[src/rtl/cp0_regfile_param.sv]
`default_nettype none
// ============================================================================
// Module   : cp0_regfile_param
// Purpose  : Coprocessor-0 register file (BadVAddr, Count, Compare, Status,
//            Cause, EPC) with a prescaled Count timer, a configurable number
//            of hardware interrupt lines and nested-exception handling.
//            It also produces the masked interrupt request for the
//            exception stage.
// Ports    : clk, reset (sync, active-low)
//            we_i/waddr_i/wdata_i    - MTC0 write port (write-back stage)
//            raddr_i/rdata_o         - MFC0 combinational read port
//            int_i                   - external interrupt levels
//            exc_*_i, eret_i         - exception / ERET commit (MEM stage)
//            status_o/cause_o/epc_o  - architectural register views
//            int_req_o, timer_int_o  - interrupt request, sticky timer flag
// Revision : 1.0 - initial release
// ============================================================================
module cp0_regfile_param #(
    parameter int COUNT_DIV    = 2,    // core cycles per Count increment, 1..256
    parameter int HW_INT_NUM   = 6,    // external interrupt lines, 1..6
    parameter bit TIMER_ON_IP7 = 1'b1  // OR timer flag into Cause.IP[7]
) (
    input  logic                  clk,
    input  logic                  reset,
    input  logic                  we_i,
    input  logic [4:0]            waddr_i,
    input  logic [4:0]            raddr_i,
    input  logic [31:0]           wdata_i,
    input  logic [HW_INT_NUM-1:0] int_i,
    input  logic                  exc_valid_i,
    input  logic [4:0]            exc_code_i,
    input  logic [31:0]           exc_pc_i,
    input  logic                  exc_in_delayslot_i,
    input  logic [31:0]           exc_badvaddr_i,
    input  logic                  eret_i,
    output logic [31:0]           rdata_o,
    output logic [31:0]           status_o,
    output logic [31:0]           cause_o,
    output logic [31:0]           epc_o,
    output logic                  int_req_o,
    output logic                  timer_int_o
);

    localparam logic [4:0] c_addr_badvaddr = 5'd8;
    localparam logic [4:0] c_addr_count    = 5'd9;
    localparam logic [4:0] c_addr_compare  = 5'd11;
    localparam logic [4:0] c_addr_status   = 5'd12;
    localparam logic [4:0] c_addr_cause    = 5'd13;
    localparam logic [4:0] c_addr_epc      = 5'd14;
    localparam logic [4:0] c_exc_adel      = 5'd4;
    localparam logic [4:0] c_exc_ades      = 5'd5;
    localparam logic [7:0] c_presc_max     = 8'(COUNT_DIV - 1);

    // ------------------------------------------------------------------
    // State
    // ------------------------------------------------------------------
    logic [31:0] badvaddr_q, badvaddr_d;
    logic [31:0] count_q,    count_d;
    logic [7:0]  presc_q,    presc_d;
    logic [31:0] compare_q,  compare_d;
    logic [7:0]  im_q,       im_d;
    logic        exl_q,      exl_d;
    logic        ie_q,       ie_d;
    logic        bd_q,       bd_d;
    logic        ti_q,       ti_d;
    logic [1:0]  ip_sw_q,    ip_sw_d;
    logic [5:0]  ip_hw_q,    ip_hw_d;   // Cause.IP[15:10] as sampled from int_i
    logic [4:0]  exccode_q,  exccode_d;
    logic [31:0] epc_q,      epc_d;

    logic        w_wr_count, w_wr_compare, w_wr_status, w_wr_cause, w_wr_epc;
    logic        w_match;
    logic [5:0]  w_int_ext;
    logic        w_ip7;
    logic [7:0]  w_cause_ip;

    assign w_wr_count   = we_i && (waddr_i == c_addr_count);
    assign w_wr_compare = we_i && (waddr_i == c_addr_compare);
    assign w_wr_status  = we_i && (waddr_i == c_addr_status);
    assign w_wr_cause   = we_i && (waddr_i == c_addr_cause);
    assign w_wr_epc     = we_i && (waddr_i == c_addr_epc);

    // Narrow interrupt buses are zero-extended so unused IP bits read 0.
    generate
        if (HW_INT_NUM < 6) begin : g_int_pad
            assign w_int_ext = {{(6 - HW_INT_NUM){1'b0}}, int_i};
        end else begin : g_int_full
            assign w_int_ext = int_i;
        end
    endgenerate

    generate
        if (TIMER_ON_IP7) begin : g_timer_ip7
            assign w_ip7 = ip_hw_q[5] | ti_q;
        end else begin : g_no_timer_ip7
            assign w_ip7 = ip_hw_q[5];
        end
    endgenerate

    assign w_cause_ip = {w_ip7, ip_hw_q[4:0], ip_sw_q};

    // The match is taken on next-state values so the sticky flag rises on
    // the same edge that Count reaches Compare.
    assign w_match = (compare_d != 32'd0) && (count_d == compare_d);

    // ------------------------------------------------------------------
    // Next-state logic
    // ------------------------------------------------------------------
    always_comb begin
        badvaddr_d = badvaddr_q;
        count_d    = count_q;
        presc_d    = presc_q;
        compare_d  = compare_q;
        im_d       = im_q;
        exl_d      = exl_q;
        ie_d       = ie_q;
        bd_d       = bd_q;
        ti_d       = ti_q;
        ip_sw_d    = ip_sw_q;
        ip_hw_d    = w_int_ext;
        exccode_d  = exccode_q;
        epc_d      = epc_q;

        // Count: a software write restarts the prescaler and beats the tick.
        if (w_wr_count) begin
            count_d = wdata_i;
            presc_d = 8'd0;
        end else if (presc_q == c_presc_max) begin
            count_d = count_q + 32'd1;
            presc_d = 8'd0;
        end else begin
            presc_d = presc_q + 8'd1;
        end

        if (w_wr_compare) begin
            compare_d = wdata_i;
        end

        // Compare write acknowledges the timer and wins over a fresh match.
        if (w_wr_compare) begin
            ti_d = 1'b0;
        end else if (w_match) begin
            ti_d = 1'b1;
        end

        // MTC0 lands first; exception/ERET below override only what they own.
        if (w_wr_status) begin
            im_d  = wdata_i[15:8];
            exl_d = wdata_i[1];
            ie_d  = wdata_i[0];
        end
        if (w_wr_cause) begin
            ip_sw_d = wdata_i[9:8];
        end
        if (w_wr_epc) begin
            epc_d = wdata_i;
        end

        if (exc_valid_i) begin
            // EPC/BD are frozen while already inside a handler.
            if (!exl_q) begin
                epc_d = exc_in_delayslot_i ? (exc_pc_i - 32'd4) : exc_pc_i;
                bd_d  = exc_in_delayslot_i;
            end
            exccode_d = exc_code_i;
            exl_d     = 1'b1;
            if ((exc_code_i == c_exc_adel) || (exc_code_i == c_exc_ades)) begin
                badvaddr_d = exc_badvaddr_i;
            end
        end else if (eret_i) begin
            exl_d = 1'b0;
        end
    end

    // ------------------------------------------------------------------
    // State registers
    // ------------------------------------------------------------------
    always_ff @(posedge clk) begin
        if (!reset) begin
            badvaddr_q <= 32'd0;
            count_q    <= 32'd0;
            presc_q    <= 8'd0;
            compare_q  <= 32'd0;
            im_q       <= 8'd0;
            exl_q      <= 1'b0;
            ie_q       <= 1'b0;
            bd_q       <= 1'b0;
            ti_q       <= 1'b0;
            ip_sw_q    <= 2'd0;
            ip_hw_q    <= 6'd0;
            exccode_q  <= 5'd0;
            epc_q      <= 32'd0;
        end else begin
            badvaddr_q <= badvaddr_d;
            count_q    <= count_d;
            presc_q    <= presc_d;
            compare_q  <= compare_d;
            im_q       <= im_d;
            exl_q      <= exl_d;
            ie_q       <= ie_d;
            bd_q       <= bd_d;
            ti_q       <= ti_d;
            ip_sw_q    <= ip_sw_d;
            ip_hw_q    <= ip_hw_d;
            exccode_q  <= exccode_d;
            epc_q      <= epc_d;
        end
    end

    // ------------------------------------------------------------------
    // Outputs
    // ------------------------------------------------------------------
    // BEV (bit 22) is hard-wired to 1.
    assign status_o    = {9'd0, 1'b1, 6'd0, im_q, 6'd0, exl_q, ie_q};
    assign cause_o     = {bd_q, ti_q, 14'd0, w_cause_ip, 1'b0, exccode_q, 2'b00};
    assign epc_o       = epc_q;
    assign timer_int_o = ti_q;
    assign int_req_o   = ie_q & ~exl_q & (|(im_q & w_cause_ip));

    always_comb begin
        rdata_o = 32'd0;
        case (raddr_i)
            c_addr_badvaddr: rdata_o = badvaddr_q;
            c_addr_count:    rdata_o = count_q;
            c_addr_compare:  rdata_o = compare_q;
            c_addr_status:   rdata_o = status_o;
            c_addr_cause:    rdata_o = cause_o;
            c_addr_epc:      rdata_o = epc_q;
            default:         rdata_o = 32'd0;
        endcase
    end

endmodule
`default_nettype wire

[config.mk]
export PLATFORM = sky130hd
export DESIGN_NAME = cp0_regfile_param
export DESIGN_NICKNAME = d
export VERILOG_FILES = /design/src/rtl/cp0_regfile_param.sv
export SDC_FILE = /design/constraint.sdc
export NUM_CORES = 1
export LEC_CHECK = 0
export CORE_MARGIN = 4
export CORE_UTILIZATION = 50
export CTS_CLUSTER_DIAMETER = 100
export DETAILED_ROUTE_END_ITERATION = 10
export GPL_TIMING_DRIVEN = 0
export MAX_ROUTING_LAYER = met4
export PLACE_DENSITY_LB_ADDON = 0.08
export REMOVE_ABC_BUFFERS = 1
export SYNTH_ARGS = -nofsm -noshare
export SYNTH_HDL_FRONTEND = slang
export SYNTH_SLANG_ARGS = --single-unit
[constraint.sdc]
create_clock -name clk -period 4.55 [get_ports clk]
set_input_delay 1.365 -clock clk [delete_from_list [all_inputs] [get_ports clk]]
set_output_delay 1.365 -clock clk [all_outputs]
set_load 0.01 [all_outputs]
==> results of run 1 <==
==> how the worst max path moves through the flow <==
stage	slack [ps]	start	cells after the start	endpoint
finish	50	raddr_i[4]	9	rdata_o[21]
global route	-10	raddr_i[4]	9	rdata_o[21]
CTS	3	raddr_i[0]	7	rdata_o[3]
detailed placement	-1200	raddr_i[2]	7	rdata_o[13]
global placement	-5250	raddr_i[1]	6	rdata_o[4]
floorplan	-1280	raddr_i[1]	4	rdata_o[2]
==> synth_stat cells (4+ instances only) <==
| cell | n | share of area, % |
|---|---|---|
| a21boi_0 | 57 | 4.2 |
| a21oi_1 | 25 | 1.2 |
| a221o_1 | 15 | 1.5 |
| a221oi_1 | 4 | 0.35 |
| a222oi_1 | 9 | 0.89 |
| a22o_1 | 16 | 1.4 |
| a22oi_1 | 38 | 2.8 |
| a2bb2oi_1 | 4 | 0.35 |
| a31oi_1 | 4 | 0.25 |
| and2_1 | 17 | 1.1 |
| and3_1 | 4 | 0.25 |
| and4_1 | 6 | 0.52 |
| buf_1 | 6 | 0.22 |
| buf_2 | 4 | 0.20 |
| buf_4 | 50 | 3.7 |
| clkbuf_1 | 75 | 2.8 |
| dfxtp_1 | 161 | 32 |
| ha_1 | 4 | 0.50 |
| inv_1 | 11 | 0.41 |
| mux2i_1 | 64 | 6.4 |
| nand2_1 | 217 | 8.1 |
| nand2b_1 | 8 | 0.50 |
| nand3_1 | 37 | 1.8 |
| nand4_1 | 13 | 0.81 |
| nor2_1 | 47 | 1.8 |
| nor2b_1 | 27 | 1.7 |
| nor3_1 | 27 | 1.3 |
| nor4_1 | 27 | 1.7 |
| nor4_2 | 4 | 0.50 |
| nor4bb_1 | 4 | 0.40 |
| o211a_1 | 39 | 3.9 |
| o21a_1 | 8 | 0.60 |
| o21ai_0 | 25 | 1.2 |
| o221ai_1 | 4 | 0.35 |
| o22ai_1 | 7 | 0.43 |
| o311a_1 | 7 | 0.70 |
| or3_1 | 4 | 0.25 |
| or4_1 | 8 | 0.60 |
| xnor2_1 | 52 | 4.5 |
| xor2_1 | 40 | 3.5 |
==> cell families after synthesis <==
| family | after synthesis | share of synthesized area, % |
|---|---|---|
| XOR/XNOR | 93 | 8.22 |
| flip-flops | 161 | 32.0 |
| adder cells (fa/ha/maj) | 4 | 0.496 |
| AO/OA/AOI/OAI | 293 | 22.8 |
| AND/OR/NAND/NOR | 464 | 22.4 |
| multiplexers | 66 | 6.58 |
| buffers and inverters | 147 | 7.46 |
| other | 2 | 0.0745 |
==> worst reg2reg max path: stages (launching register included) <==
cell and delay (ps):
dfxtp_1 420, ha_1 210, nor3b_1 930, nand3_1 700, or4_1 670, a31oi_1 240
xnor2_1 150, a2111oi_0 500, nand4_1 190, o21ai_1 160
==> per-layer routing <==
layer	share of wire (%)	track usage [%]	up-vias
li1	-	-	4731
met1	40	37.7	4821
met5	0	-	-
met4	3.6	12.2	0
met2	48	50.2	459
met3	7.5	5.54	70
==> power groups by stage <==
stage	clock network (mW)	logic (mW)	registers, mW
finish	1.44	0.557	1.51
global route	1.51	0.598	1.51
CTS	1.44	0.549	1.50
detailed placement	0	0.534	1.54
global placement	0	0.527	1.53
floorplan	0	0.220	1.54
==> state kept, by name, summed over array words and instances (netlist names) <==
name / flops
ip_sw_q: 2
count_q: 32
bd_q: 1
compare_q: 32
badvaddr_q: 32
timer_int_o: 1
exccode_q: 5
epc_o: 32
ie_q: 1
exl_q: 1
presc_q: 8
ip_hw_q: 6
im_q: 8
==> final cells by class <==
type                       instances  area [sq um]  area share (%)
inverter                          11          41.3           0.310
sequential                       161          3220            24.2
multi-input combinational        959          6410            48.1
clock buffer                      21           480            3.61
tap                              265           332            2.49
timing repair buffer             264          2720            20.4
clock inverter                    11           103           0.771
==> what timing repair did <==
| action | 4_1_cts | 5_1_grt |
|---|---|---|
| buffers inserted | 24 | 3 |
| endpoints found under the setup margin | 37 | 18 |
| hold buffers | 0 | 0 |
| pin swaps | 6 | 2 |
| resized for setup | 61 | 15 |
| cloned | 1 | 1 |
==> results.md, run 1 <==
* Final-report hold violation count at 0
* Vias at 10.1k
* Drt pass-1 iters at 5
* # IOs at 253
* Synth Flop Type: dfxtp_1
* Startpoint types: primary input
* Initial antenna violation count at 0
* Comb pwr share at 15.9%
* DR iter-0 viols at 992
* WP data required at 3180 ps
* Layout fillers at 1666
* Most used cell, CP: buf_4
* Layout Cells excl Fill at 1692
* Skew final at 9.94 ps
* Sw Share at 27.0%
* Die area at 22500 sq um
* Top Family by Delay on Critical Path: buffers and inverters
* R2R Path Start: presc_q[0]
* Drt via density at a little under 6
* Cell area after synthesis at between 10000 and 15000 sq um
* Share of layout cells above drive strength 1 at under 10%
* Total GRT Usage at 30.7%
* Hold WS at 467 ps
* Int Pwr at 2.56 mW
* Max_slew headroom at roughly 8.1%
* Most common cell after layout, fill and taps aside: nand2_1
* Yosys Warn Count at 0
* Pin count of the biggest net entering global routing at 80
* Worst R2R End: timer_int_o
* H-tree lvl count at 4
* Total Nets Final at approximately 1.5k
* Clk sink count at 161
* #FFs+latches synth at around 160
* Pleak at 5.67 nW
* Final worst-path cycle share at 98.9%
* Setup TNS at 0 ps
* Slowest stage delay, CP at 440 ps
* Die height at ~150 um
* Slew at the pin closest to its max-slew limit at 1370 ps
* Status: complete, no violations
* Initial core utilization at roughly half
* Achievable frequency at 0.222 GHz
* Worst vdd ir at 0.250 mV
* Max Slew Vio Count at 0
* Mean Syn Cell Area at 8.20 sq um
* Crit path arrival time at 3140 ps
* Worst hold endpoint: badvaddr_q[7]
* Tmin final at 4500 ps
* Fraction of registers with async set/reset at 0%
* Pwr Density at 263 nW/um^2
* Distinct cells, synth at 69
* R2r setup slk at around 320 ps
* Most frequent cells in the layout: nand2_1 (216), clkdlybuf4s50_1 (175), dfxtp_1 (161)
* Sequential share of power at 43.0%
* Dpl cells at 1631
* First-pass GRT wire length at 52.5 mm
* Hold Crit Depth at 2
* Max Cap Violations at 0
* Critical path peak fanout at 4
* IO buf count at 213
* Area growth syn-to-layout at 32.0%
* Setup slack at placement at -1200 ps
* Critical path class: primary input to primary output
* Grt total ovfl at 0
* Clock slew at reported path FFs at about 70 ps
* Placeable Area at between 15000 and 20000 sq um
* Mapped Cells at 1230
* Total power draw at 3.50 mW
* CTS Buf Count at 17
* GP Congestion at 0.918
* DR WL/cell at 20.6 um
* Drt drc at 0
* Clk root buf: clkbuf_16
* N_diodes at 0
* Cells on worst reg2reg path at 9
* Fin util at 67.7%
* Die X at 150 um
* CTS tree: built
* Setup violators final at 0
* # rows at 51
* Placed Instance Area at between 10000 and 15000 sq um
* Net switching power at 0.947 mW
* Post-DP HPWL at 25.0 mm
* Insertion delay to the later sink of the worst-skew pair at 430 ps
* Seq/Total Area, Yosys at 32.0%
* HP Class: register to register
* Post-route cell area at 13300 sq um
* Vias in the first global route at ~9.5k
* Final WS setup at approximately 48 ps
* Clock power frac at 41.1%
* WP buf/inv at 6
* CP endpoint kind: primary output
* Total wire length at 34.9 mm
* Max Root-Sink Buffers at 2
* Slowest CP cell: or3_4
* EDFF count, synth at 0
* Worst-path cell chain: dlygate4sd2_1, or3_4, nor2_4, buf_4, clkbuf_16, buf_4, buf_4, a221o_1, dlygate4sd2_1
* Hold_sp: badvaddr_q[7]
* Antenna-violating nets left at 0
No activity file was read; power rests on OpenSTA's default activity.
==> run 2, diff against run 1 <==
- CORE_MARGIN: 4 -> default
==> run 2 against run 1 <==
Against the previous run:
- the flow now finishes with violations (capacitance limit)
- clock skew rose by 0.58 ps
- sequential power barely moved
- combinational power fell by 1%
- utilization fell by 1.0 points
- via count fell by 1.6%
- largest power group unchanged
- sequential share of layout area rose by 0.45 points
- clock power barely moved
- clock-buffer cell count fell by 2
- register-to-register slack barely moved
- die area fell by 7.8%
- highest routed layer unchanged
- cell count fell by 0.89%
==> results.md, run 2 (synthesized netlist as in run 1, its figures left out) <==
* Fin util at 66.7% (was 67.7%)
* Worst hold endpoint: badvaddr_q[25] (was badvaddr_q[7])
* Pleak at 5.43 nW (was 5.67 nW)
* Total Nets Final at 1526 (was 1541)
* HP Class: register to register (unchanged)
* Final-report hold violation count at 0 (unchanged)
* Antenna-violating nets left at 0 (unchanged)
* Post-route cell area at 13100 sq um (was 13300 sq um)
* Status: complete, but fails checks (was complete, no violations)
* Crit path arrival time at 4770 ps (was 3140 ps)
* Most frequent cells in the layout: nand2_1 (215), clkdlybuf4s50_1 (175), dfxtp_1 (161) (was nand2_1 (216), clkdlybuf4s50_1 (175), dfxtp_1 (161))
* Total power draw at 3.49 mW (was 3.50 mW)
* Placed Instance Area at 12300 sq um (about the same)
* Max Root-Sink Buffers at 2 (unchanged)
* CTS Buf Count at 17 (unchanged)
* CTS tree: built (unchanged)
* Clock slew at reported path FFs at 70 ps (about the same)
* Slowest CP cell: nor4bb_2 (was or3_4)
* WP buf/inv at 2 (was 6)
* Max_slew headroom at 2.07% (was 8.10%)
* Achievable frequency at 0.227 GHz (was 0.222 GHz)
* Startpoint types: primary input (unchanged)
* R2r setup slk at 320 ps (about the same)
* DR WL/cell at 20.2 um (was 20.6 um)
* Clk sink count at 161 (unchanged)
* Share of layout cells above drive strength 1 at 9.14% (was 8.76%)
* GP Congestion at 0.902 (was 0.918)
* Initial antenna violation count at 0 (unchanged)
* Die X at 144 um (was 150 um)
* Drt drc at 0 (unchanged)
* Hold WS at 465 ps (was 467 ps)
* H-tree lvl count at 4 (unchanged)
* N_diodes at 0 (unchanged)
* Drt pass-1 iters at 5 (unchanged)
* Tmin final at 4410 ps (was 4500 ps)
* Slew at the pin closest to its max-slew limit at 1460 ps (was 1370 ps)
* CP endpoint kind: register (was primary output)
* Failing checks: capacitance limit
* Critical path class: primary input to register (was primary input to primary output)
* Clk root buf: clkbuf_16 (unchanged)
* Vias at 9924 (was 10.1k)
* IO buf count at 213 (unchanged)
* R2R Path Start: presc_q[0] (unchanged)
* Max Cap Violations at 1 (was 0)
* Hold_buf cts at 0 (unchanged)
* Total wire length at 33.9 mm (was 34.9 mm)
* Post-DP HPWL at 23.9 mm (was 25.0 mm)
* Hold Crit Depth at 2 (unchanged)
* Placeable Area at 19600 sq um (was 19700 sq um)
* # rows at 51 (unchanged)
* Final WS setup at 141 ps (was 47.8 ps)
* Vias in the first global route at 9366 (was 9516)
* Die height at 144 um (was 150 um)
* Worst vdd ir at 0.242 mV (was 0.250 mV)
* Worst R2R End: timer_int_o (unchanged)
* Drt via density at 5.92 (was 5.96)
* Skew final at 10.5 ps (was 9.94 ps)
* Max Slew Vio Count at 0 (unchanged)
* DR iter-0 viols at 814 (was 992)
* Most common cell after layout, fill and taps aside: nand2_1 (unchanged)
* Insertion delay to the later sink of the worst-skew pair at 440 ps (was 430 ps)
* Critical path peak fanout at 25 (was 4)
* Hold_sp: badvaddr_q[25] (was badvaddr_q[7])
* Pin count of the biggest net entering global routing at 79 (was 80)
* Initial core utilization at 51.5% (was 51.3%)
* Final worst-path cycle share at 96.9% (was 98.9%)
* Area growth syn-to-layout at 29.6% (was 32.0%)
* Cells on worst reg2reg path at 9 (unchanged)
* Slowest stage delay, CP at 670 ps (was 440 ps)
* Total GRT Usage at 34.0% (was 30.7%)
* Pwr Density at 267 nW/um^2 (was 263 nW/um^2)
* Top Family by Delay on Critical Path: simple AND/OR/NAND/NOR gates (was buffers and inverters)
* First-pass GRT wire length at 52.1 mm (was 52.5 mm)
* RSZ-0062 raised after global routing: false
* Setup violators final at 0 (unchanged)
* Grt total ovfl at 0 (unchanged)
* WP data required at 4910 ps (was 3180 ps)
* # IOs at 253 (unchanged)
* Worst-path cell chain: clkdlybuf4s50_1, nor4bb_2, and3_2, buf_12, mux2i_1, xnor2_1, a2111oi_0, nand4_1, o21ai_1 (was dlygate4sd2_1, or3_4, nor2_4, buf_4, clkbuf_16, buf_4, buf_4, a221o_1, dlygate4sd2_1)
* Die area at 20700 sq um (was 22500 sq um)
* Setup slack at placement at -1100 ps (was -1200 ps)
==> run 2: tightest hold or removal path, stage by stage (launching register included) <==
cell	delay [ps]
dfxtp_1	310
nand2_1	50
a21boi_0	60
==> run 2: per-layer routing <==
| layer | GRT usage (%) | part of all wire, % |
|---|---|---|
| met5 | - | 0 |
| met4 | 15.3 | 3.2 |
| met3 | 5.23 | 6.6 |
| met2 | 55.6 | 48 |
| met1 | 41.4 | 42 |
==> run 2: timing repair <==
| action | CTS | global route |
|---|---|---|
| pin swaps | 8 | 4 |
| setup buffers | 19 | 1 |
| setup endpoints to repair | 37 | 26 |
| gates resized for setup | 109 | 14 |
==> run 2: final cells by class <==
cell class | instances | area, sq um
multi-input combinational | 959 | 6400
inverter | 11 | 41.3
tap | 265 | 332
sequential | 161 | 3220
clock buffer | 19 | 453
clock inverter | 13 | 126
timing repair buffer | 249 | 2480
fill | 1679 | 6530
==> run 2: power by group <==
group	switching [mW]	total [mW]	leakage, nW	internal, mW
registers	0.0484	1.50	1.31	1.46
logic	0.268	0.550	3.85	0.282
clock network	0.644	1.44	0.279	0.792
==> run 2: through the flow <==
stage,std cells,TNS (ps)
after floorplan,1131,-36740
after global placement,1609,-448260
after detailed placement,1628,-31680
after CTS,1677,0
after global routing,1677,0
final,1677,0
==> run 2: how the worst max path moves through the flow <==
stage                       startpoint          end  slack, ps  cells past startpoint
global placement            raddr_i[1]   rdata_o[4]      -5320                      6
detailed placement         exc_pc_i[6]    epc_o[31]      -1100                     10
finish                      waddr_i[3]  timer_int_o        140                      9
floorplan                   raddr_i[1]   rdata_o[2]      -1280                      4
CTS                         raddr_i[1]  rdata_o[15]          5                      9
global route        exc_in_delayslot_i    epc_o[31]         30                     10
==> run 3, diff against run 2 <==
- CELL_PAD_IN_SITES_DETAIL_PLACEMENT: default -> 1
- CELL_PAD_IN_SITES_GLOBAL_PLACEMENT: default -> 2
- CORE_MARGIN: default -> 3
- CORE_UTILIZATION: 50 -> 29
==> run 3 against run 2 <==
Against the previous run:
- clock power grew 17%
- cell count grew 11%
- highest routed layer unchanged
- the run now ends clean
- critical endpoint is now rdata_o[15]
- clock skew grew 4.8 ps
- non-clock buffer count is 4 higher
- fmax fell by 0.11%
- clock-buffer cell count fell by 1
- via count shrank 1.4%
- global-route usage decreased by 11 points
- sequential power is essentially flat
- setup slack got worse by 5.1 ps
==> results.md, run 3 (synthesized netlist as in run 1, its figures left out) <==
* Clock slew at reported path FFs at 70 ps (about the same)
* Crit path arrival time at 3050 ps (was 4770 ps)
* Layout fillers at 3984 (was 1679)
* Pin count of the biggest net entering global routing at 100 (was 79)
* Initial antenna violation count at 0 (unchanged)
* Grt total ovfl at 0 (unchanged)
* DR WL/cell at 22.1 um (was 20.2 um)
* Die X at 192 um (was 144 um)
* Drt via density at 5.25 (was 5.92)
* # IOs at 253 (unchanged)
* Comb pwr share at 15.1% (was 15.8%)
* Sequential share of power at 40.1% (was 43.1%)
* First-pass GRT wire length at 61.4 mm (was 52.1 mm)
* Pwr Density at 279 nW/um^2 (was 267 nW/um^2)
* Fin util at 39.8% (was 66.7%)
* Clk root buf: clkbuf_16 (unchanged)
* Share of layout cells above drive strength 1 at 9.25% (was 9.14%)
* Status: complete, no violations (was complete, but fails checks)
* Worst-path cell chain: clkdlybuf4s15_2, inv_1, or3_4, nor2_4, buf_16, a22oi_1, nand3_1, dlygate4sd2_1 (was clkdlybuf4s50_1, nor4bb_2, and3_2, buf_12, mux2i_1, xnor2_1, a2111oi_0, nand4_1, o21ai_1)
* Sw Share at 26.3% (was 27.5%)
* Die height at 192 um (was 144 um)
* Worst vdd ir at 0.266 mV (was 0.242 mV)
* Clock power frac at 44.8% (was 41.1%)
* Slew at the pin closest to its max-slew limit at 1360 ps (was 1460 ps)
* Tmin final at 4410 ps (about the same)
* Insertion delay to the later sink of the worst-skew pair at 450 ps (was 440 ps)
* Setup slack at placement at -1270 ps (was -1100 ps)
* Final-report hold violation count at 0 (unchanged)
* DR iter-0 viols at 506 (was 814)
* Slowest CP cell: or3_4 (was nor4bb_2)
* N_diodes at 0 (unchanged)
* RSZ-0062 raised after global routing: false (unchanged)
* R2r setup slk at 550 ps (was 320 ps)
* Dpl cells at 1815 (was 1628)
* Vias in the first global route at 9788 (was 9366)
* Net switching power at 0.991 mW (was 0.961 mW)
* Hold WS at 466 ps (was 465 ps)
* Final worst-path cycle share at 97.0% (was 96.9%)
* Die area at 37000 sq um (was 20700 sq um)
* Most common cell after layout, fill and taps aside: nand2_1 (unchanged)
* Max Slew Vio Count at 0 (unchanged)
* Setup violators final at 0 (unchanged)
* Drt drc at 0 (unchanged)
* Total Nets Final at 1530 (was 1526)
* # rows at 67 (was 51)
* Antenna-violating nets left at 0 (unchanged)
* IO buf count at 213 (unchanged)
* H-tree lvl count at 4 (unchanged)
* Skew final at 15.4 ps (was 10.5 ps)
* Pleak at 5.47 nW (was 5.43 nW)
* Total wire length at 41.2 mm (was 33.9 mm)
* Vias at 9782 (was 9924)
* Max Cap Violations at 0 (was 1)
* Drt pass-1 iters at 5 (unchanged)
* Clk sink count at 161 (unchanged)
* Top Family by Delay on Critical Path: buffers and inverters (was simple AND/OR/NAND/NOR gates)
* WP data required at 3180 ps (was 4910 ps)
* HP Class: register to register (unchanged)
* Most frequent cells in the layout: nand2_1 (215), clkdlybuf4s50_1 (175), dfxtp_1 (161) (unchanged)
* Placeable Area at 33900 sq um (was 19600 sq um)
* Int Pwr at 2.77 mW (was 2.53 mW)
* Slowest stage delay, CP at 380 ps (was 670 ps)
* Initial core utilization at 29.8% (was 51.5%)
* Area growth syn-to-layout at 33.6% (was 29.6%)
* Max Root-Sink Buffers at 2 (unchanged)
* GP Congestion at 0.869 (was 0.902)
* Critical path class: primary input to primary output (was primary input to register)
* Achievable frequency at 0.227 GHz (about the same)
* Final WS setup at 136 ps (was 141 ps)
* Total GRT Usage at 22.6% (was 34.0%)
* Hold_buf cts at 0 (unchanged)
* Post-DP HPWL at 30.9 mm (was 23.9 mm)
* Startpoint types: primary input (unchanged)
* CTS Buf Count at 17 (unchanged)
* CP endpoint kind: primary output (was register)
* Critical path peak fanout at 20 (was 25)
* CTS tree: built (unchanged)
* WP buf/inv at 4 (was 2)
* Layout Cells excl Fill at 1864 (was 1677)
* Max_slew headroom at 8.78% (was 2.07%)
run 3: cell type report:
cell class / count / area [sq um] / area share [%]
Clock inverter: 14 / 238 / 1.76
Multi-Input combinational cell: 959 / 6460 / 47.9
Sequential cell: 161 / 3220 / 23.9
Inverter: 11 / 41.3 / 0.307
Timing Repair Buffer: 253 / 2520 / 18.7
Clock buffer: 18 / 429 / 3.19
Tap cell: 448 / 561 / 4.16
run 3: worst min-delay path, delay by kind of cell, from the launching register on:
kind	cells	cell delay (ps)
DFF	1	310
and+or+nand+nor	1	50
AOI/OAI and AO/OA	1	60
run 3: final timing paths:
path | from | to | cells past startpoint
worst max register to register | presc_q[6] | timer_int_o | 9
worst min-delay path | badvaddr_q[11] | badvaddr_q[11] | 2
worst min register to register | badvaddr_q[11] | badvaddr_q[11] | 2
worst max-delay path | raddr_i[2] | rdata_o[15] | 8
run 3: per-layer routing:
metal	vias to the layer above	track usage [%]	wire, um
met5	-	-	0
met4	0	4.96	588
met3	26	3.32	1490
met2	200	37.8	20100
met1	4834	28.9	19000
li1	4722	-	-
run 3: repair_timing:
action                                  in CTS  in global routing
pin swaps                                   16                  2
resized for setup                          116                  6
endpoints found under the setup margin      40                  4
gates cloned                                 0                  0
setup buffers                               15                  2
run 3: power by group through the flow:
stage               clock network [mW]  registers, mW  logic [mW]
floorplan                            0           1.54       0.220
detailed placement                   0           1.54       0.554
global placement                     0           1.54       0.551
global route                      1.78           1.52       0.617
finish                            1.69           1.51       0.567
CTS                               1.72           1.51       0.569
run 3: stage by stage:
| stage | power (mW) | area [sq um] | TNS (ps) |
|---|---|---|---|
| 6_report | 3.76 | 13500 | 0 |
| 5_1_grt | 3.92 | 13500 | 0 |
| 4_1_cts | 3.80 | 13400 | 0 |
| 3_5_place_dp | 2.09 | 12600 | -32200 |
| 3_3_place_gp | 2.09 | 12200 | -599190 |
| 2_1_floorplan | 1.76 | 9510 | -36740 |
==> patch 1 (flow settings as in run 1) <==
Take the reset off `badvaddr_q` and load it in a clocked block of its own.
--- a/src/rtl/cp0_regfile_param.sv
+++ b/src/rtl/cp0_regfile_param.sv
@@ -178,5 +178,4 @@
     always_ff @(posedge clk) begin
         if (!reset) begin
-            badvaddr_q <= 32'd0;
             count_q    <= 32'd0;
             presc_q    <= 8'd0;
@@ -192,5 +191,4 @@
             epc_q      <= 32'd0;
         end else begin
-            badvaddr_q <= badvaddr_d;
             count_q    <= count_d;
             presc_q    <= presc_d;
@@ -208,4 +206,8 @@
     end
 
+    always_ff @(posedge clk) begin
+        badvaddr_q <= badvaddr_d;
+    end
+
     // ------------------------------------------------------------------
     // Outputs
Check against the original RTL: not equivalent (Yosys sat finds a counterexample within 4 cycles, from zero or initial values and one cycle with reset low).
==> patch 1 against run 1 <==
Worst setup slack gained 0.12 ns; power is essentially flat; area after synthesis shrank 1.3%; cell area shrank 1.6%; wire length shrank 4.0%; hold slack gained 0.029 ns; sequential cell count is the same; sequential share of layout area grew 2.9 points; highest routed layer unchanged.
==> patch 1: results (changes against run 1) <==
GRT
  • Initial antenna violation count: 2 (was 0)
  • Vias in the first global route: 8,995 (was 9,516)
  • First-pass GRT wire length: 50.6 mm (was 52.5 mm)
  • Pin count of the biggest net entering global routing: 85 (was 80)
  • GRT Total Usage: 30.2% (was 30.7%)

Pwr
  • Peak supply drop: 0.260 mV (was 0.250 mV)
  • Sw power: 0.000951 W (was 0.000947 W)
  • Seq pwr: 0.00155 W (was 0.00151 W)
  • Combinational power: 0.000540 W (was 0.000557 W)
  • Leakage: 5.22 nW (was 5.67 nW)

Clock network
  • Post-CTS resize count: 70 (was 61)
  • Post CTS Setup Buffer Count: 18 (was 24)

Setup path
  • Worst-path maximum fanout: 16 (was 4)
  • Worst Path Arrival: 3.02 ns (was 3.14 ns)
  • CP max stage delay: 0.41 ns (was 0.44 ns)
  • CP max-delay cell: or3_4 (unchanged)

Final layout
  • # nets final: 1,442 (was 1,541)
  • Fraction of layout cells with a size suffix above 1: 9.26% (was 8.76%)

Logic synthesis
  • Yosys cell types: 79 (was 69)
  • Post-synth EDFFs: 32 (was 0)
  • Main area contributors after synthesis: dfxtp_1 26%, edfxtp_1 9.7%, mux2i_1 6.4%, nand2_1 5.2%, xnor2_1 4.8% (was dfxtp_1 32%, nand2_1 8.1%, mux2i_1 6.4%, xnor2_1 4.5%, a21boi_0 4.2%)
  • Register area share after synthesis: 35.6% (was 32.0%)
  • Post-synth top cells: 139 x nand2_1, 129 x dfxtp_1, 65 x clkbuf_1 (was 217 x nand2_1, 161 x dfxtp_1, 75 x clkbuf_1)
  • Mapped Cells: 1,127 (was 1,230)

Place
  • Placed cells: 1,542 (was 1,631)
  • HPWL Detailed: 23.8 mm (was 25.0 mm)
  • Dpl ws: -0.977 ns (was -1.20 ns)
  • Routability cong.: 0.903 (was 0.918)
  • Dpl cell area: 12,300 sq um (about the same)

Min path
  • Hold Path Class: reg2reg (unchanged)

Run status
  • Status: finished clean (unchanged)

Route
  • Average wire per standard cell: 21.0 um (was 20.6 um)
  • Starting DRT DRC Count: 936 (was 992)
  • Via density: 5.95 (was 5.96)
  • Detailed Routing Iterations Pass 1: 5 (unchanged)
  • Detailed Route WL: 33.5 mm (was 34.9 mm)

STA
  • Worst slew pin tran: 1.16 ns (was 1.37 ns)
  • Final Skew: 0.0124 ns (was 0.00994 ns)
patch 1: changes by cell type after synthesis, sizes merged, moves of 9 or more:
| cell | change |
|---|---|
| nor4 | -9 |
| or3 | +11 |
| edfxtp | +32 |
| nor2 | +9 |
| a21boi | -34 |
| nand2 | -78 |
| clkbuf | -10 |
| dfxtp | -32 |
patch 1: final cells by class:
cell class | count | area (sq um)
antenna | 2 | 5.00
clock buffer | 18 | 439
clock inverter | 14 | 130
fill | 1626 | 6440
inverter | 12 | 45.0
multi-input combinational | 870 | 6000
sequential | 161 | 3540
tap | 265 | 332
timing repair buffer | 253 | 2590
patch 1: cell families after synthesis:
family          count (synthesis)  synth area share [%]
simple gates                  406                  21.8
compound gates                254                  19.6
flops                         161                  35.6
buf+inv                       134                  6.91
xor+xnor                       98                  8.62
mux                            68                  6.89
fa+ha+maj                       4                 0.503
other cells                     2                0.0755
patch 1: worst paths after layout:
kind,to,startpoint,slack (ns),cells after the start
worst max register to register,timer_int_o,presc_q[0],0.91,10
worst min register to register,presc_q[0],presc_q[0],0.50,1
worst min-delay path,presc_q[0],presc_q[0],0.50,1
worst max-delay path,rdata_o[11],raddr_i[2],0.16,8
patch 1: routing by layer:
layer  track usage (%)  part of all wire (%)  vias up
met2              46.9                    46      419
met4              11.1                   3.0        0
met3              5.01                   7.7       62
met5                 -                     0        -
li1                  -                     -     4422
met1              40.0                    43     4593
patch 1: through the flow:
stage	TNS [ns]	hold slack [ns]	total power, W
floorplan	-72.96	0.453	0.00180
global placement	-408.54	0.478	0.00209
detailed placement	-30.76	0.483	0.00210
CTS	0	0.499	0.00351
global route	0	0.545	0.00362
finish	0	0.496	0.00351
==> patch 2 (flow settings as in run 1) <==
Made on the original files. `TIMER_ON_IP7`: 1'b1 -> 1'b0.
--- a/src/rtl/cp0_regfile_param.sv
+++ b/src/rtl/cp0_regfile_param.sv
@@ -19,5 +19,5 @@
     parameter int COUNT_DIV    = 2,    // core cycles per Count increment, 1..256
     parameter int HW_INT_NUM   = 6,    // external interrupt lines, 1..6
-    parameter bit TIMER_ON_IP7 = 1'b1  // OR timer flag into Cause.IP[7]
+    parameter bit TIMER_ON_IP7 = 1'b0  // OR timer flag into Cause.IP[7]
 ) (
     input  logic                  clk,
Function: changed (a bounded check fails within 4 cycles, from zero or initial values and one cycle with reset low).
==> patch 2 against run 1 <==
Via count down 1.8%; first-iteration DRC count is 9.5% lower; combinational power down 3%; worst setup slack better by 0.0099 ns; cell area down 3.3%; wire length down 3.1%; power fell by 0.38%; sequential cell count did not move; area after synthesis is 3.6% lower.
==> patch 2: results (changes against run 1) <==
Pwr
  • Peak supply drop: 0.261 mV (was 0.250 mV)
  • Leakage: 4.97 nW (was 5.67 nW)

STA
  • Worst slew pin tran: 1.02 ns (was 1.37 ns)
  • Final Skew: 0.0128 ns (was 0.00994 ns)
  • Fin crit share: 98.7% (was 98.9%)

GRT
  • Pin count of the biggest net entering global routing: 87 (was 80)
  • First-pass GRT wire length: 52.1 mm (was 52.5 mm)
  • GRT Total Usage: 30.9% (was 30.7%)
  • Initial antenna violation count: 0 (unchanged)
  • Vias in the first global route: 9,452 (was 9,516)

Logic synthesis
  • Synth Area in Adders: 0.515% (was 0.496%)
  • Register area share after synthesis: 33.2% (was 32.0%)
  • Main area contributors after synthesis: dfxtp_1 33%, mux2i_1 7.5%, nand2_1 6.8%, a22oi_1 4.8%, nor2_1 4.6% (was dfxtp_1 32%, nand2_1 8.1%, mux2i_1 6.4%, xnor2_1 4.5%, a21boi_0 4.2%)
  • Post-synthesis compound-gate area fraction: 19.1% (was 22.8%)
  • Yosys cell types: 76 (was 69)
  • Mux cell area share after synthesis: 7.87% (was 6.58%)

Setup path
  • Reg2Reg Depth: 10 (was 9)
  • R2R Setup Slk: 0.73 ns (was 0.32 ns)
  • Worst Path Arrival: 3.13 ns (was 3.14 ns)
  • Worst-path maximum fanout: 7 (was 4)

Final layout
  • # nets final: 1,525 (was 1,541)
  • Fraction of layout cells with a size suffix above 1: 8.30% (was 8.76%)

Route
  • Starting DRT DRC Count: 898 (was 992)
  • Detailed Routing Iterations Pass 1: 6 (was 5)

Place
  • Routability cong.: 0.924 (was 0.918)
  • HPWL Detailed: 24.1 mm (was 25.0 mm)
  • Dpl ws: -0.934 ns (was -1.20 ns)

Run status
  • Status: finished clean (unchanged)
## patch 2: cell types whose count changed after synthesis, moves of 10 or more
cell      change
a211oi_1     +38
a21boi_0     -57
a21oi_1      +53
a221o_1      -15
a22o_1       -15
a22oi_1      +24
clkbuf_1     -13
nand2_1      -41
nor2_1       +71
nor2b_1      -27
nor4_1       -10
o211a_1      -30
## patch 2: repair_timing
| item | in CTS | in global routing |
|---|---|---|
| pin swaps | 8 | 1 |
| endpoints found under the setup margin | 33 | 20 |
| buffers inserted | 14 | 1 |
| cloned | 1 | 0 |
| gates resized for setup | 54 | 15 |
| endpoints found under the hold margin | 0 | 0 |
| hold buffers | 0 | 0 |
## patch 2: worst reg2reg max path, stage by stage, from the launching register on
cell and delay (ns):
dfxtp_1 0.41, ha_1 0.25, nor3b_1 0.34, nand4_1 0.63, nor3_1 0.38, mux2_2 0.39, a21o_1 0.17, a2111oi_2 0.34
nand4_1 0.17, or4_1 0.53, o21ai_1 0.14
## patch 2: report_power, final
group          switching, W  leakage [nW]  internal (W)
combinational      0.000272          3.39      0.000272
sequential        0.0000501          1.31       0.00146
clock              0.000609         0.271      0.000831
## patch 2: stage by stage
stage               std cells  power [W]  area (sq um)
global route             1669    0.00359         12900
floorplan                1125    0.00176          9220
CTS                      1668    0.00348         12800
finish                   1669    0.00349         12900
global placement         1598    0.00204         11700
detailed placement       1623    0.00206         12000
## patch 2: area by class of cell
| cell class | instances | area, sq um |
|---|---|---|
| Multi-Input combinational cell | 952 | 6090 |
| Fill cell | 1621 | 6030 |
| Sequential cell | 161 | 3220 |
| Timing Repair Buffer | 253 | 2610 |
| Clock buffer | 21 | 460 |
| Tap cell | 260 | 325 |
| Clock inverter | 9 | 110 |
| Inverter | 13 | 53.8 |
## patch 2: worst max path at each step
| stage | from | end | cells after the start |
|---|---|---|---|
| after global placement | raddr_i[1] | rdata_o[8] | 7 |
| after floorplan | waddr_i[4] | epc_o[24] | 6 |
| after CTS | exc_in_delayslot_i | epc_o[31] | 10 |
| after detailed placement | waddr_i[1] | timer_int_o | 10 |
| final | raddr_i[1] | rdata_o[29] | 9 |
| after global routing | exc_in_delayslot_i | epc_o[31] | 10 |
## patch 2: cells by family after synthesis
logic type / count (synthesis)
compound gates: 268
other cells: 2
fa+ha+maj: 4
buf+inv: 134
simple gates: 473
xor+xnor: 91
mux: 76
flops: 161
## patch 2: per-layer routing
layer / vias to the layer above / GRT usage [%] / routed length (um)
met4: 0 / 9.51 / 668
met5: - / - / 0
met3: 46 / 6.74 / 2940
li1: 4666 / - / -
met1: 4718 / 39.9 / 14400
met2: 470 / 48.8 / 15800
